### src/rtl/cache_arb_pkg.sv
// Shared encodings for the cache/memory arbiter: FSM state codes and owner codes.
package cache_arb_pkg;

    localparam logic [1:0] IDLE  = 2'd0;
    localparam logic [1:0] ISSUE = 2'd1;
    localparam logic [1:0] WAIT  = 2'd2;
    localparam logic [1:0] RESP  = 2'd3;

    localparam logic OWN_I = 1'b0;
    localparam logic OWN_D = 1'b1;

endpackage

### src/rtl/rr_arb2.sv
// Two-requester grant logic (I-side vs D-side). Round-robin by default;
// fixed D-priority when ARB_DCACHE_PRIORITY_EN is defined.
module rr_arb2
    import cache_arb_pkg::*;
(
    input  logic i_clk,
    input  logic i_rst,
    input  logic i_req_i,
    input  logic i_req_d,
    input  logic i_en,
    output logic o_gnt_valid,
    output logic o_gnt_owner
);

    assign o_gnt_valid = i_en & (i_req_i | i_req_d);

`ifdef ARB_DCACHE_PRIORITY_EN
    assign o_gnt_owner = i_req_d ? OWN_D : OWN_I;
`else
    logic r_last_grant;

    // On a tie, grant whoever did not win last time.
    always_comb begin
        o_gnt_owner = OWN_I;
        if (i_req_i && i_req_d)
            o_gnt_owner = (r_last_grant == OWN_I) ? OWN_D : OWN_I;
        else if (i_req_d)
            o_gnt_owner = OWN_D;
    end

    always_ff @(posedge i_clk) begin
        if (i_rst)
            r_last_grant <= OWN_I;
        else if (o_gnt_valid)
            r_last_grant <= o_gnt_owner;
    end
`endif

endmodule

### src/rtl/cache_mem_arbiter.sv
// Shares one cache-line memory port between I-cache refill and D-cache refill/write-back.
// Optional macro ARB_DCACHE_PRIORITY_EN selects fixed D-priority instead of round-robin.
//
// state | meaning
// IDLE  | waiting for a pending request or strobe; latches the winner's request
// ISSUE | m_strobe_o high for one cycle
// WAIT  | waiting for m_done_i
// RESP  | owner's done_o pulse with the registered line
module cache_mem_arbiter
    import cache_arb_pkg::*;
#(
    parameter int XLEN   = 32,
    parameter int CLSIZE = 256
) (
    input  logic              clk_i,
    input  logic              rst_i,
    input  logic              i_strobe_i,
    input  logic [XLEN-1:0]   i_addr_i,
    output logic              i_done_o,
    output logic [CLSIZE-1:0] i_data_o,
    input  logic              d_strobe_i,
    input  logic [XLEN-1:0]   d_addr_i,
    input  logic              d_rw_i,
    input  logic [CLSIZE-1:0] d_data_i,
    output logic              d_done_o,
    output logic [CLSIZE-1:0] d_data_o,
    output logic              m_strobe_o,
    output logic [XLEN-1:0]   m_addr_o,
    output logic              m_rw_o,
    output logic [CLSIZE-1:0] m_data_o,
    input  logic              m_done_i,
    input  logic [CLSIZE-1:0] m_data_i
);

    logic [1:0]        r_state;
    logic              r_i_pend;
    logic              r_d_pend;
    logic              r_owner;
    logic [XLEN-1:0]   r_addr;
    logic              r_rw;
    logic [CLSIZE-1:0] r_wdata;
    logic [CLSIZE-1:0] r_rdata;

    logic w_req_i;
    logic w_req_d;
    logic w_gnt_valid;
    logic w_gnt_owner;
    logic w_gnt_i;
    logic w_gnt_d;

    // Live strobes are OR'd in so a request is accepted the cycle it appears.
    assign w_req_i = r_i_pend | i_strobe_i;
    assign w_req_d = r_d_pend | d_strobe_i;

    rr_arb2 u_arb (
        .i_clk       (clk_i),
        .i_rst       (rst_i),
        .i_req_i     (w_req_i),
        .i_req_d     (w_req_d),
        .i_en        (r_state == IDLE),
        .o_gnt_valid (w_gnt_valid),
        .o_gnt_owner (w_gnt_owner)
    );

    assign w_gnt_i = w_gnt_valid & (w_gnt_owner == OWN_I);
    assign w_gnt_d = w_gnt_valid & (w_gnt_owner == OWN_D);

    always_ff @(posedge clk_i) begin
        if (rst_i) begin
            r_state  <= IDLE;
            r_i_pend <= 1'b0;
            r_d_pend <= 1'b0;
            r_owner  <= OWN_I;
            r_addr   <= '0;
            r_rw     <= 1'b0;
            r_wdata  <= '0;
            r_rdata  <= '0;
        end else begin
            r_i_pend <= w_req_i & ~w_gnt_i;
            r_d_pend <= w_req_d & ~w_gnt_d;
            case (r_state)
                IDLE: begin
                    if (w_gnt_valid) begin
                        r_owner <= w_gnt_owner;
                        if (w_gnt_owner == OWN_D) begin
                            r_addr  <= d_addr_i;
                            r_rw    <= d_rw_i;
                            r_wdata <= d_rw_i ? d_data_i : '0;
                        end else begin
                            r_addr  <= i_addr_i;
                            r_rw    <= 1'b0;
                            r_wdata <= '0;
                        end
                        r_state <= ISSUE;
                    end
                end
                ISSUE, WAIT: begin
                    if (m_done_i) begin
                        r_rdata <= r_rw ? '0 : m_data_i;
                        r_state <= RESP;
                    end else begin
                        r_state <= WAIT;
                    end
                end
                RESP:    r_state <= IDLE;
                default: r_state <= IDLE;
            endcase
        end
    end

    assign m_strobe_o = (r_state == ISSUE);
    assign m_addr_o   = r_addr;
    assign m_rw_o     = r_rw;
    assign m_data_o   = r_wdata;

    assign i_done_o = (r_state == RESP) && (r_owner == OWN_I);
    assign d_done_o = (r_state == RESP) && (r_owner == OWN_D);
    assign i_data_o = i_done_o ? r_rdata : '0;
    assign d_data_o = d_done_o ? r_rdata : '0;

endmodule

### config.mk
export PLATFORM = sky130hd
export DESIGN_NAME = cache_mem_arbiter
export DESIGN_NICKNAME = d
export VERILOG_FILES = /design/src/rtl/cache_arb_pkg.sv /design/src/rtl/rr_arb2.sv /design/src/rtl/cache_mem_arbiter.sv
export SDC_FILE = /design/constraint.sdc
export NUM_CORES = 1
export LEC_CHECK = 0
export BUFFER_PORTS_ARGS = -buffer_cell sky130_fd_sc_hd__buf_4
export CAP_MARGIN = 20
export CORE_AREA = 2 2 541 543
export CTS_CLUSTER_DIAMETER = 80
export DETAILED_ROUTE_END_ITERATION = 8
export DIE_AREA = 0 0 543 545
export GPL_ROUTABILITY_DRIVEN = 0
export SLEW_MARGIN = 20
export SYNTH_ARGS = -nofsm -noshare
export SYNTH_HDL_FRONTEND = slang
export SYNTH_HIERARCHICAL = 1
export SYNTH_SLANG_ARGS = --single-unit
### constraint.sdc
create_clock -name clk_i -period 2.2 [get_ports clk_i]
set_clock_uncertainty 0.05 [all_clocks]
set_input_delay 0.33 -clock clk_i [delete_from_list [all_inputs] [get_ports clk_i]]
set_output_delay 0.33 -clock clk_i [all_outputs]
set_load 0.005 [all_outputs]
==> results.py <==
metrics = {
    "outcome": {
        "outcome": "finished, violations left",
        "violations": "setup timing",
    },
    "power": {
        "p_comb_frac": 0.354,
        "p_total_w": 0.0414,
        "p_int_w": 0.0254,
        "leakage_nw": 20.9,
        "switching_share": 0.387,
        "seqPwrFrac": 0.342,
        "power_frac_clock": 0.303,
        "p_switching_w": 0.0160,
        "p_per_area_mw_per_mm2": 861,
        "ir_drop_v": 0.000635,
    },
    "logic_synthesis": {
        "synth_cell_type_count": 30,
        "synthCells": 2494,
        "synth_area_leaders": "dfxtp_1 (48%), a22o_1 (9.8%), nand3b_1 (8.4%), and2_1 (7.1%), and3_1 (7.0%)",
        "syn_area_mm2": 0.0229,
        "syn_nets": 3079,
        "yosys_warnings": 6,
        "syn_avg_cell_area_um2": 9.18,
        "synth_top_area_share": 0.482,
        "ys_seq_area_frac": 0.482,
        "synth_top_area_cell": "dfxtp_1",
        "yosysMostFrequentCell": "dfxtp_1",
        "synth_async_sr_flop_share": 0,
        "synth_edf_count": 0,
        "ys_top_cells_by_count": "dfxtp_1 (551), nand2_1 (262), a21oi_1 (260), and2_1 (259), nand3b_1 (257)",
        "ys_ff_latch": 551,
        "ys.flop_type": "dfxtp_1",
    },
    "detailed_routing": {
        "drcViolationCount": 0,
        "viasPerCell": 3.43,
        "drt-total-wl_um": 231000,
        "num_vias": 28967,
        "detail_route.iter0.violations": 2741,
        "dr.pass1.iters": 6,
        "wl_per_cell_um": 27.3,
        "antenna_left": 0,
    },
    "worst_setup_path": {
        "cp-end-kind": "output pin",
        "crit_family": "buffers and inverters",
        "crit_arrival_ps": 2270,
        "critPathSlowestCell": "dfxtp_4",
        "max_stage_delay_ps": 350,
        "required_ps": 1820,
        "path_cells": "ha_4, and2b_4, buf_12, buf_12, clkbuf_16, and2_4, buf_6",
        "worstPathBufferInverterCount": 4,
        "cp_max_fo": 10,
        "path_class": "reg2out",
        "r2r_slack_ps": -70,
        "cp_common_cell": "buf_12",
        "start_kind": "flip-flop",
    },
    "layout": {
        "syn_to_final_growth_pct": 110,
        "nFillCells": 32304,
        "num-nets-final": 5009,
        "drive_gt1_frac": 0.396,
    },
    "floorplanning": {
        "num_rows": 198,
        "chipWidth_um": 543,
        "die_area_mm2": 0.296,
        "io-pin-count": 1386,
        "start_util": 0.0789,
        "core_mm2": 0.290,
        "die_y_um": 545,
    },
    "timing": {
        "max_clock_freq_mhz": 377,
        "min_period_ps": 2650,
        "layout_setup_ws_ps": -450,
        "rsz0062_at_grt": "true",
        "drv_slew": 0,
        "final.period_utilization": 1.20,
        "tightest_slew_ps": 808,
        "relSlewSlack": 0.461,
        "final-hold-violation-count": 0,
        "setup_viol": 586,
    },
    "cts": {
        "numCtsBuffers": 79,
        "clk_pin_slew_worst_paths_ps": 60,
        "clock_path_buffers": 4,
        "clkSinkCount": 551,
        "h-tree-depth": 3,
        "root_buffer": "clkbuf_16",
        "cts_tree": "done",
        "insertion_delay_ps": 720,
    },
    "min_path": {
        "hold_class": "in2reg",
    },
    "global_routing": {
        "antenna_found_initial": 112,
        "grt_pass1_vias": 27441,
        "overflow": 0,
        "grt_first_pass_wirelength_um": 282000,
        "grtUsageTotal": 0.145,
        "grt_max_degree": 142,
    },
    "flow_run": {
        "maxCapViolations": 0,
    },
    "place": {
        "portBuffers": 1385,
        "place_ws_ps": -169,
        "dp_hpwl_um": 190000,
    },
}
[stage by stage]
step	std cells	hold WS, ps	setup TNS, ps	utilization	instance area, um^2
after floorplan	2494	342	0	-	22900
after global placement	7635	396	-19070	0.132	38300
after detailed placement	7635	399	-21720	0.132	38300
after CTS	8365	28.2	-204670	0.162	47100
after global routing	8423	65.8	-222640	0.166	48000
final	8449	65.1	-163480	0.166	48100
[power groups by stage]
stage / sequential [W] / clock, W / combinational [W]
after global routing: 0.0143 / 0.0132 / 0.0156
final: 0.0142 / 0.0126 / 0.0147
after CTS: 0.0141 / 0.0129 / 0.0143
after detailed placement: 0.0143 / 0 / 0.0128
after global placement: 0.0144 / 0 / 0.0128
after floorplan: 0.0128 / 0 / 0.00645
[kinds of logic after synthesis]
kind of cell | Yosys count | share of synthesized area
flip-flops | 551 | 0.482
AO/OA/AOI/OAI | 554 | 0.167
adder cells (fa/ha/maj) | 3 | 0.00164
buffers and inverters | 275 | 0.0586
AND/OR/NAND/NOR | 1078 | 0.276
multiplexers | 33 | 0.0144
[layout by cell type, fill, tap and decap left out, types with 35 or more instances in the layout]
cell and instances:
a21oi_1 260, a22o_1 256, and2_1 161, and2_4 97, and3_1 255, buf_12 45
buf_4 1373, buf_6 92, clkbuf_16 86, dfxtp_1 547, diode_2 70, dlygate4sd3_1 581
nand2_1 261, nand3b_1 257, nor2_1 35
[cell type report]
class,instances,area [um^2],share of cell area
Timing Repair Buffer,2121,18700,0.390
Sequential cell,551,11000,0.230
Multi-Input combinational cell,1668,10800,0.225
Tap cell,3900,4880,0.101
Clock buffer,103,2150,0.0446
Clock inverter,33,300,0.00624
Antenna cell,70,175,0.00364
Inverter,3,11.3,0.000234
[registers in the layout, summed over array words and instances (netlist names)]
register	count
m_rw_o	1
r_rdata	256
r_owner	1
m_data_o	256
m_addr_o	32
r_state	2
u_arb/r_last_grant	1
r_i_pend	1
r_d_pend	1
[worst register-to-register path: stages (launching register included)]
cell	delay, ps
dfxtp_4	350
buf_4	140
inv_1	50
ha_1	170
o21a_1	190
and2_2	210
buf_4	550
nor2_1	190
a211oi_1	280
[what timing repair did]
action                                  4_1_cts  5_1_grt
endpoints found under the hold margin       551        0
resized for setup                            66      188
buffers inserted                              8        5
cloned                                        5       10
pin swaps                                     2       11
hold buffers                                581        0
endpoints found under the setup margin      514      729
[metal layers]
| layer | vias to the layer above | part of all wire | track usage |
|---|---|---|---|
| met5 | - | 0.0019 | 0.00357 |
| met4 | 44 | 0.048 | 0.0608 |
| met3 | 416 | 0.11 | 0.0634 |
| met2 | 1837 | 0.40 | 0.203 |
| met1 | 13947 | 0.44 | 0.189 |
| li1 | 12723 | - | - |
[path summary, 6_finish.rpt]
path                 start       endpoint  depth (start not counted)
min          m_data_i[113]   r_rdata[113]                          4
min reg2reg   r_rdata[103]   r_rdata[103]                          2
max reg2reg     r_state[0]   m_addr_o[23]                          8
max             r_state[0]  i_data_o[173]                          7
No activity file was read; power rests on OpenSTA's default activity.
